`config.mk`:
```
export PLATFORM = sky130hd
export DESIGN_NAME = adc_spi_master
export DESIGN_NICKNAME = d
export VERILOG_FILES = /design/src/rtl/temp_ctrl_pkg.sv /design/src/rtl/moving_avg4.sv /design/src/rtl/adc_spi_master.sv
export SDC_FILE = /design/constraint.sdc
export NUM_CORES = 1
export LEC_CHECK = 0
export ABC_AREA = 1
export CELL_PAD_IN_SITES_DETAIL_PLACEMENT = 1
export CELL_PAD_IN_SITES_GLOBAL_PLACEMENT = 1
export CORE_MARGIN = 10
export CORE_UTILIZATION = 47
export CTS_BUF_LIST = sky130_fd_sc_hd__clkbuf_8
export DETAILED_ROUTE_END_ITERATION = 10
export PLACE_DENSITY_LB_ADDON = 0.1
export SLEW_MARGIN = 10
export SYNTH_ARGS = -nofsm -noshare
export SYNTH_HDL_FRONTEND = slang
export SYNTH_SLANG_ARGS = --single-unit
```
`constraint.sdc`:
```
create_clock -name clk -period 3.27 [get_ports clk]
set_input_delay 0.654 -clock clk [delete_from_list [all_inputs] [get_ports clk]]
set_output_delay 0.654 -clock clk [all_outputs]
set_load 0.005 [all_outputs]
```
`src/rtl/temp_ctrl_pkg.sv`:
```
// Shared types and constants for the temperature-controller ADC front end.
package temp_ctrl_pkg;
  localparam int ADC_BITS = 12;
  localparam logic [ADC_BITS-1:0] RAIL_LO = 12'h000;
  localparam logic [ADC_BITS-1:0] RAIL_HI = 12'hFFF;
  localparam logic [1:0] CMD_PREFIX = 2'b11;

  typedef enum logic [2:0] {
    ST_IDLE,
    ST_SETUP,
    ST_SHIFT,
    ST_HOLD,
    ST_DONE
  } adc_state_e;

  // A reading pinned at either rail means an open or shorted sensor.
  function automatic logic is_rail(input logic [ADC_BITS-1:0] v);
    return (v == RAIL_LO) || (v == RAIL_HI);
  endfunction
endpackage

```
`src/rtl/moving_avg4.sv`:
```
// Four-tap moving average with a running sum; the first sample after reset
// fills the whole window so the output starts at that sample.
module moving_avg4
  import temp_ctrl_pkg::*;
(
  input  logic                clk,
  input  logic                rst_n,
  input  logic                push,
  input  logic [ADC_BITS-1:0] sample,
  output logic [ADC_BITS-1:0] avg
);
  logic [ADC_BITS-1:0] hist [4];
  logic [ADC_BITS+1:0] sum_q;
  logic [ADC_BITS+1:0] sum_n;
  logic                filled;

  always_comb begin
    if (filled) sum_n = sum_q - {2'b00, hist[3]} + {2'b00, sample};
    else        sum_n = {sample, 2'b00};
  end

  always_ff @(posedge clk or negedge rst_n) begin
    if (!rst_n) begin
      hist   <= '{default: '0};
      sum_q  <= '0;
      filled <= 1'b0;
      avg    <= '0;
    end else if (push) begin
      if (filled) begin
        hist[0] <= sample;
        hist[1] <= hist[0];
        hist[2] <= hist[1];
        hist[3] <= hist[2];
      end else begin
        for (int i = 0; i < 4; i++) hist[i] <= sample;
      end
      sum_q  <= sum_n;
      filled <= 1'b1;
      avg    <= sum_n[ADC_BITS+1:2];
    end
  end
endmodule

```
`src/rtl/adc_spi_master.sv`:
```
// Periodic 16-SCLK SPI read of the 12-bit temperature ADC, with rail-fault
// screening and a 4-tap moving average on good samples.
module adc_spi_master
  import temp_ctrl_pkg::*;
#(
  parameter int CLK_DIV       = 5,
  parameter int SAMPLE_PERIOD = 10000,
  parameter int CS_SETUP      = 2,
  parameter int CS_HOLD       = 2,
  parameter int FAULT_COUNT   = 3
) (
  input  logic                clk,
  input  logic                rst_n,
  input  logic                enable,
  input  logic [1:0]          channel,
  input  logic                adc_miso,
  output logic                adc_sclk,
  output logic                adc_cs_n,
  output logic                adc_mosi,
  output logic [ADC_BITS-1:0] adc_raw,
  output logic [ADC_BITS-1:0] adc_data,
  output logic                adc_valid,
  output logic                sensor_fault,
  output logic                busy,
  output adc_state_e          fsm_state
);
  localparam int TW = $clog2(SAMPLE_PERIOD);
  localparam int CW = 16;
  localparam logic [TW-1:0] TMR_LAST   = TW'(SAMPLE_PERIOD - 1);
  localparam logic [CW-1:0] DIV_LAST   = CW'(CLK_DIV - 1);
  localparam logic [CW-1:0] SETUP_LAST = CW'(CS_SETUP - 1);
  localparam logic [CW-1:0] HOLD_LAST  = CW'(CS_HOLD - 1);
  localparam logic [7:0]    FAULT_MAX  = 8'(FAULT_COUNT);

  adc_state_e          state, state_n;
  logic [TW-1:0]       tmr;
  logic                tick;
  logic [CW-1:0]       cnt;
  logic                phase;      // 0: SCLK high half, 1: SCLK low half
  logic [4:0]          bit_cnt;    // SCLK falling edges seen this frame
  logic [3:0]          cmd_sr;
  logic [ADC_BITS-1:0] shreg;
  logic [7:0]          fcnt;
  logic [7:0]          fcnt_inc;
  logic                rail;
  logic                push;

  assign tick      = (tmr == TMR_LAST);
  assign rail      = is_rail(shreg);
  assign push      = (state == ST_DONE) && !rail;
  assign fcnt_inc  = (fcnt < FAULT_MAX) ? fcnt + 8'd1 : fcnt;
  assign busy      = (state != ST_IDLE) || adc_valid;
  assign fsm_state = state;

  always_ff @(posedge clk or negedge rst_n) begin
    if (!rst_n) state <= ST_IDLE;
    else        state <= state_n;
  end

  always_comb begin
    state_n  = state;
    adc_cs_n = 1'b1;
    adc_sclk = 1'b0;
    adc_mosi = 1'b0;
    case (state)
      ST_IDLE:  if (tick && enable) state_n = ST_SETUP;
      ST_SETUP: begin
        adc_cs_n = 1'b0;
        adc_mosi = cmd_sr[3];
        if (cnt == SETUP_LAST) state_n = ST_SHIFT;
      end
      ST_SHIFT: begin
        adc_cs_n = 1'b0;
        adc_sclk = ~phase;
        adc_mosi = cmd_sr[3];
        if (cnt == DIV_LAST && phase && bit_cnt == 5'd16) state_n = ST_HOLD;
      end
      ST_HOLD: begin
        adc_cs_n = 1'b0;
        if (cnt == HOLD_LAST) state_n = ST_DONE;
      end
      ST_DONE: state_n = ST_IDLE;
      default: state_n = ST_IDLE;
    endcase
  end

  // Timer preloads to its last count so the first tick lands right after reset.
  always_ff @(posedge clk or negedge rst_n) begin
    if (!rst_n) begin
      tmr     <= TMR_LAST;
      cnt     <= '0;
      phase   <= 1'b0;
      bit_cnt <= '0;
      cmd_sr  <= '0;
      shreg   <= '0;
    end else begin
      tmr <= tick ? '0 : tmr + 1'b1;
      case (state)
        ST_IDLE: begin
          cnt     <= '0;
          phase   <= 1'b0;
          bit_cnt <= '0;
          if (state_n == ST_SETUP) cmd_sr <= {CMD_PREFIX, channel};
        end
        ST_SETUP: cnt <= (cnt == SETUP_LAST) ? '0 : cnt + 1'b1;
        ST_SHIFT: begin
          if (cnt == DIV_LAST) begin
            cnt   <= '0;
            phase <= ~phase;
            if (!phase) begin
              bit_cnt <= bit_cnt + 5'd1;
              cmd_sr  <= {cmd_sr[2:0], 1'b0};
            end else if (bit_cnt >= 5'd4 && bit_cnt <= 5'd15) begin
              // Rising edges 5..16 carry the result, MSB first.
              shreg <= {shreg[ADC_BITS-2:0], adc_miso};
            end
          end else begin
            cnt <= cnt + 1'b1;
          end
        end
        ST_HOLD: cnt <= (cnt == HOLD_LAST) ? '0 : cnt + 1'b1;
        default: cnt <= '0;
      endcase
    end
  end

  always_ff @(posedge clk or negedge rst_n) begin
    if (!rst_n) begin
      adc_raw      <= '0;
      adc_valid    <= 1'b0;
      sensor_fault <= 1'b0;
      fcnt         <= '0;
    end else begin
      adc_valid <= (state == ST_DONE);
      if (state == ST_DONE) begin
        adc_raw <= shreg;
        if (rail) begin
          fcnt         <= fcnt_inc;
          sensor_fault <= (fcnt_inc == FAULT_MAX);
        end else begin
          fcnt         <= '0;
          sensor_fault <= 1'b0;
        end
      end
    end
  end

  moving_avg4 u_avg (
    .clk    (clk),
    .rst_n  (rst_n),
    .push   (push),
    .sample (shreg),
    .avg    (adc_data)
  );
endmodule

```
==> results of run 1 <==
[cell usage in the layout (no fill, tap or decap), types with 13 or more instances in the layout]
master           netlist  routed
a21oi_1               49      49
xor2_1                14      14
o21ai_0               71      71
nand3_1               46      46
clkbuf_8               0      18
ha_1                  22      22
clkdlybuf4s50_1        0      37
dfrtp_1              132     132
nor3_1                15      15
nand2_1              215     215
nand4_1               18      18
nor2_1                90      90
o21ai_2               13      13
inv_1                135     137
[critical path: stages (launching register included)]
cell and delay (ns):
dfrtp_1 0.39, inv_2 0.17, nand2_1 0.13, nor2_1 0.17, inv_1 0.09, a21boi_0 0.17
clkdlybuf4s50_1 0.54
[cell type report]
type / count / area share (%)
clock inverter: 14 / 1.70
inverter: 145 / 6.37
clock buffer: 18 / 2.90
multi-input combinational: 623 / 39.3
timing repair buffer: 45 / 5.52
tap: 216 / 3.16
sequential: 140 / 41.1
[stage by stage]
step,power [mW],std cells,area (um^2),util [%],hold slack [ns]
after floorplan,1.77,945,7640,-,0.358
after global placement,1.82,1169,8160,51.3,0.447
after detailed placement,1.82,1169,8160,51.3,0.464
after CTS,3.24,1201,8550,53.8,0.0904
after global routing,3.32,1201,8550,53.8,0.102
final,3.19,1201,8550,53.8,0.0984
[where the power goes]
| group | internal [mW] | switching [mW] | leakage (nW) |
|---|---|---|---|
| logic | 0.00987 | 0.0382 | 2.18 |
| clock network | 0.698 | 0.715 | 0.191 |
| registers | 1.73 | 0.000713 | 1.88 |
| total | 2.44 | 0.754 | 4.25 |
[metal layers]
| metal | part of all wire, % | global-route usage, % | routed length, um | up-vias |
|---|---|---|---|---|
| met1 | 47 | 23.8 | 8980 | 3117 |
| met3 | 3.2 | 4.33 | 598 | 13 |
| met5 | 0 | 0 | 0 | - |
| met4 | 0.80 | 4.21 | 152 | 0 |
| li1 | - | - | - | 3070 |
| met2 | 49 | 30.5 | 9220 | 56 |
[state kept, by name, indices dropped and copies added, names as in the netlist]
| name | cells |
|---|---|
| adc_raw | 12 |
| adc_valid | 1 |
| bit_cnt | 5 |
| cmd_sr | 4 |
| cnt | 16 |
| fcnt | 8 |
| fsm_state | 3 |
| phase | 1 |
| sensor_fault | 1 |
| shreg | 12 |
| tmr | 14 |
| u_avg.avg | 12 |
| u_avg.filled | 1 |
| u_avg.hist | 48 |
| u_avg.sum_q | 2 |
[final timing paths]
kind,from,end,slack (ns)
max,fsm_state[2],adc_mosi,0.50
min reg2reg,cmd_sr[2],cmd_sr[2],0.48
max reg2reg,shreg[1],u_avg.avg[4],0.77
min,rst_n,tmr[7],0.1
min in group clk,cmd_sr[2],cmd_sr[2],0.48
max in group asynchronous,rst_n,fcnt[3],2.25
[Yosys cell counts, drive strengths merged, types with 2 or more instances]
| cell type | instances | area share (%) |
|---|---|---|
| dfstp | 8 | 2.8 |
| nor2 | 93 | 4.8 |
| a21boi | 9 | 0.88 |
| o22ai | 4 | 0.33 |
| or2 | 3 | 0.25 |
| dfrtp | 132 | 43 |
| o21ai | 94 | 6.8 |
| inv | 145 | 7.1 |
| fa | 12 | 3.1 |
| nor3b | 2 | 0.20 |
| ha | 22 | 3.6 |
| nor4 | 4 | 0.33 |
| a21oi | 50 | 3.3 |
| nand3 | 49 | 3.5 |
| nor3 | 15 | 0.98 |
| clkbuf | 10 | 0.49 |
| and3 | 2 | 0.16 |
| nand4 | 18 | 1.5 |
| xor2 | 14 | 1.6 |
| a211oi | 2 | 0.20 |
| xnor2 | 5 | 0.57 |
| buf | 27 | 2.6 |
| nand2 | 215 | 11 |
[cells by family after synthesis]
kind of cell,after synthesis,synth area share (%)
simple gates,404,22.6
compound gates,166,12.3
fa+ha+maj,34,6.75
buf+inv,182,10.2
flops,140,46.0
xor+xnor,19,2.18
==> metrics.md, run 1 <==
| Metric | Value |
|---|---|
| Max-Cap Viols | 0 |
| CP Max Fanout | 6 |
| Setup bufs post-CTS | 0 |
| Setup Skew | 0.0183 ns |
| Pleak | 4.25 nW |
| Pre-CTS WS | 0.776 ns |
| Synthesis-to-finish area growth | 11.9% |
| CTS Root Cell | clkbuf_8 |
| Final Critical Period | 2.77 ns |
| Setup Crit Path Kind | reg2out |
| Port bufs | 38 |
| Number of clock sinks | 140 |
| CTS tree | built |
| Worst vdd ir | 0.282 mV |
| Pwr/cell area | 373 mW/mm^2 |
| Fin. max-slew vios | 0 |
| Drt wl/cell | 15.8 um |
| Largest net degree at the start of global routing | 70 |
| Vias/cell | 5.21 |
| Rows | 46 |
| Die height | 148 um |
| Post-Syn Instances | 945 |
| Gpl congestion | 0.861 |
| Hold Buf Count CTS | 0 |
| Post-route antenna net violation count | 0 |
| Worst slew pin tran | 0.638 ns |
| Crit end category | output port |
| Final number of setup-violating endpoints | 0 |
| DRC | 0 |
| Clk pin slew, worst setup/hold paths | 0.08 ns |
| Final hold viol count | 0 |
| Layout Nets | 1,012 |
| Reg2reg path depth | 10 |
| Tot GR Track Use | 18.4% |
| Avg Synthesized Cell Area | 8.09 um^2 |
| Sequential share of the synthesized area | 46.0% |
| Fin Setup TNS | 0 ns |
| Drt total wl | 19,000 um |
| Full die area | 0.0218 mm^2 |
| Skew-Pair Late Insertion Delay | 0.46 ns |
| HP Class | in2async |
| Area of the multi-input gates | 0.00336 mm^2 |
| Crit path DAT | 2.12 ns |
| Initial DRT Pass Iterations | 4 |
| Mapped Area | 0.00764 mm^2 |
| Flip-flop and latch count after synthesis | 140 |
| First-pass GRT wire length | 33,100 um |
| Layout cells sized above 1 | 8.12% |
| FILL cells | 1,988 |
| Synth Warn # | 0 |
| Final setup margin | 0.497 ns |
| Count of cell types in the netlist | 44 |
| Grt ovf | 0 |
| Via count | 6,256 |
| RSZ-0062 raised after global routing | no |
| Dpl hpwl | 14,000 um |
| Initial antenna violation count | 0 |
| Core area | 0.0159 mm^2 |
| Slew margin rel. | 57.3% |
| PostCTS Resize Cnt | 0 |
| Num CTS Buffers | 17 |
| H-tree depth | 4 |
| Vias in the first global route | 6,647 |
| Status | completed |
| Initial DRC Count | 329 |
| Syn_nets | 985 |
| Tcrit/Tclk final | 84.8% |
| FF/Latch Area | 0.00351 mm^2 |
| Post-synth EDFFs | 0 |
| IO Pins | 39 |
| Diode count | 0 |
| Max Root-Sink Buffers | 2 |
| Critical Path RT | 2.62 ns |
| Main synth FF type | dfrtp_1 |
| Die width | 148 um |
| F_max | 361 MHz |
| Async SR Flop Fraction | 100% |
| Initial Util | 48.1% |
| Startpoint Class | flip-flop |
(Power assumes the default switching activity.)
==> inputs of run 2 (changes only) <==
==> constraint.sdc (replaced) <==
create_clock -name clk -period 2.56 [get_ports clk]
set_input_delay 0.512 -clock clk [delete_from_list [all_inputs] [get_ports clk]]
set_output_delay 0.512 -clock clk [all_outputs]
set_load 0.005 [all_outputs]
==> run 2 against run 1 <==
Net effect:
- first-iteration DRC count increased by 0.91%
- register-to-register slack got worse by 0.60 ns
- routed wire length grew 8.1%
- largest power group unchanged
==> metrics.md, run 2 (synthesis gave the netlist of run 1 again) <==
| Metric | Value |
|---|---|
| Power Total | 4.20 mW (+32%) |
| Max Root-Sink Buffers | 2 (unchanged) |
| Placed cells | 1,180 (+0.94%) |
| Initial antenna violation count | 0 (unchanged) |
| Critical-path cell list | nor2_4 -> nand2_2 -> or2_2 -> clkdlybuf4s50_1 |
| Vias in the first global route | 6,988 (+5.1%) |
| Largest register FFs | 48 (unchanged) |
| HP Class | reg2reg |
| F_max | 405 MHz |
| Post-route antenna net violation count | 0 (unchanged) |
| Slew margin rel. | 56.5% (-0.85 points) |
| H-tree depth | 4 (unchanged) |
| Dpl cell area | 0.00825 mm^2 (+1.2%) |
| Reg power frac | 52.7% (-1.5 points) |
| Initial DRT Pass Iterations | 4 (unchanged) |
| Dpl hpwl | 15,100 um (+8.2%) |
| Max-Cap Viols | 0 (unchanged) |
| Biggest regs | u_avg.hist (48), cnt (16), tmr (14) |
| Crit end category | output port |
| Sw frac | 23.9% (+0.30 points) |
| Startpoint Class | flip-flop |
| Layout cells sized above 1 | 11.1% (+3.0 points) |
| Pwr/cell area | 479 mW/mm^2 (+28%) |
| Clk pwr share | 45.7% (+1.5 points) |
| Number of clock sinks | 140 (unchanged) |
| Synthesis-to-finish area growth | 14.8% |
| Combinational power share | 1.6% (about the same) |
| Final core occ | 55.2% (+1.4 points) |
| Most frequent cells in the layout | nand2_1 (212), inv_1 (135), dfrtp_1 (130) |
| Initial Util | 48.1% (unchanged) |
| Tot GR Track Use | 19.6% (+1.2 points) |
| Final setup margin | 0.0910 ns (-0.406 ns) |
| CP Max Fanout | 6 (unchanged) |
| Num CTS Buffers | 17 (unchanged) |
| Rows | 46 (unchanged) |
| Via count | 6,369 (+1.8%) |
| Setup Skew | 0.0143 ns (-0.00400 ns) |
| Commonest non-fill, non-tap cell in the layout | nand2_1 |
| Status | completed |
| IO Pins | 39 (unchanged) |
| CTS Root Cell | clkbuf_8 |
| Initial DRC Count | 332 (+0.91%) |
| Worst vdd ir | 0.330 mV (+17%) |
| Final hold viol count | 0 (unchanged) |
| Critical path's largest stage delay | 0.47 ns (-0.07 ns) |
| Slowest cell on crit path | dfrtp_2 |
| Pleak | 4.36 nW (+2.4%) |
| Largest net degree at the start of global routing | 61 (-13%) |
| DRC | 0 (unchanged) |
| Die height | 148 um (unchanged) |
| FF/Latch Area | 0.00352 mm^2 (about the same) |
| Grt ovf | 0 (unchanged) |
| Critical Path RT | 2.05 ns (-0.57 ns) |
| Final Critical Period | 2.47 ns |
| Tcrit/Tclk final | 96.4% |
| First-pass GRT wire length | 35,100 um (+5.9%) |
| Full die area | 0.0218 mm^2 (unchanged) |
| Layout Nets | 1,028 (+1.6%) |
| Internal power | 3.19 mW (+31%) |
| Diode count | 0 (unchanged) |
| Largest Register | u_avg.hist |
| Port bufs | 38 (unchanged) |
| Net switching power | 1.00 mW (+33%) |
| Core area | 0.0159 mm^2 (unchanged) |
| Area of the multi-input gates | 0.00341 mm^2 (+1.6%) |
| Die width | 148 um (unchanged) |
| Crit path DAT | 1.96 ns (-0.16 ns) |
| Non-Filler Instances | 1,217 (+1.3%) |
| Clk pin slew, worst setup/hold paths | 0.08 ns (about the same) |
| Fin. max-slew vios | 0 (unchanged) |
| FILL cells | 1,969 (-0.96%) |
| Drt wl/cell | 16.8 um (+6.7%) |
| Final number of setup-violating endpoints | 0 (unchanged) |
| Worst slew pin tran | 0.652 ns (+0.0143 ns) |
| CTS tree | built |
| Gpl congestion | 0.890 (+3.4%) |
| Hold Worst Slack | 0.489 ns (+0.391 ns) |
| Pre-CTS WS | -0.00419 ns (-0.780 ns) |
| Design Area, Final | 0.00877 mm^2 (+2.6%) |
| Skew-Pair Late Insertion Delay | 0.48 ns (+0.02 ns) |
| Drt total wl | 20,500 um (+8.1%) |
| Setup Crit Path Kind | reg2out |
| Vias/cell | 5.23 (+0.47%) |
| Fin Setup TNS | 0 ns (unchanged) |
-- run 2: cell types whose count changed in the layout (fill, tap and decap cells not counted), moves of 3 or more --
cell | previous run | this run
buf_4 | 4 | 18
clkinvlp_4 | 5 | 1
clkinv_4 | 1 | 4
ha_1 | 22 | 19
nand2_1 | 215 | 212
nand2_2 | 0 | 3
-- run 2: layout make-up --
cell class	count	share of cell area, %
sequential	140	40.1
timing repair buffer	61	6.90
clock inverter	12	1.70
clock buffer	20	3.14
inverter	145	6.23
tap	216	3.08
multi-input combinational	623	38.9
-- run 2: routing by layer --
| metal | track usage (%) | up-vias | wire [um] |
|---|---|---|---|
| met2 | 33.6 | 70 | 10300 |
| met1 | 24.4 | 3171 | 9170 |
| met3 | 4.27 | 34 | 764 |
| li1 | - | 3094 | - |
| met5 | 0 | - | 0 |
| met4 | 5.20 | 0 | 260 |
-- run 2: path summary, 6_finish.rpt --
kind | from | to | slack [ns] | cells after the start
max | fsm_state[0] | busy | 0.09 | 4
min | cmd_sr[1] | cmd_sr[1] | 0.49 | 2
max reg2reg | shreg[2] | u_avg.avg[5] | 0.17 | 13
min reg2reg | cmd_sr[1] | cmd_sr[1] | 0.49 | 2
max in group asynchronous | rst_n | u_avg.hist[12] | 1.40 | 3
min in group asynchronous | rst_n | tmr[12] | 0.50 | 2
-- run 2: power groups by stage --
stage	Combinational (mW)	Sequential, mW	Clock (mW)
2_1_floorplan	0.00452	2.26	0
3_3_place_gp	0.0672	2.26	0
3_5_place_dp	0.0689	2.26	0
4_1_cts	0.0706	2.21	1.98
5_1_grt	0.0759	2.21	2.08
6_report	0.0661	2.21	1.92
-- run 2: repair_timing --
action                                 in CTS  in global routing
pin swaps                                   1                  0
hold buffers                                1                  0
setup buffers                               1                  3
gates resized for setup                     7                 12
cloned                                      0                  0
endpoints found under the hold margin      31                  0
setup endpoints to repair                   5                  9
-- run 2: worst max-delay path: cells and delay by family (launching register included) --
kind | cells | cell delay [ns]
flip-flops | 1 | 0.47
buffers and inverters | 1 | 0.45
AND/OR/NAND/NOR | 3 | 0.55
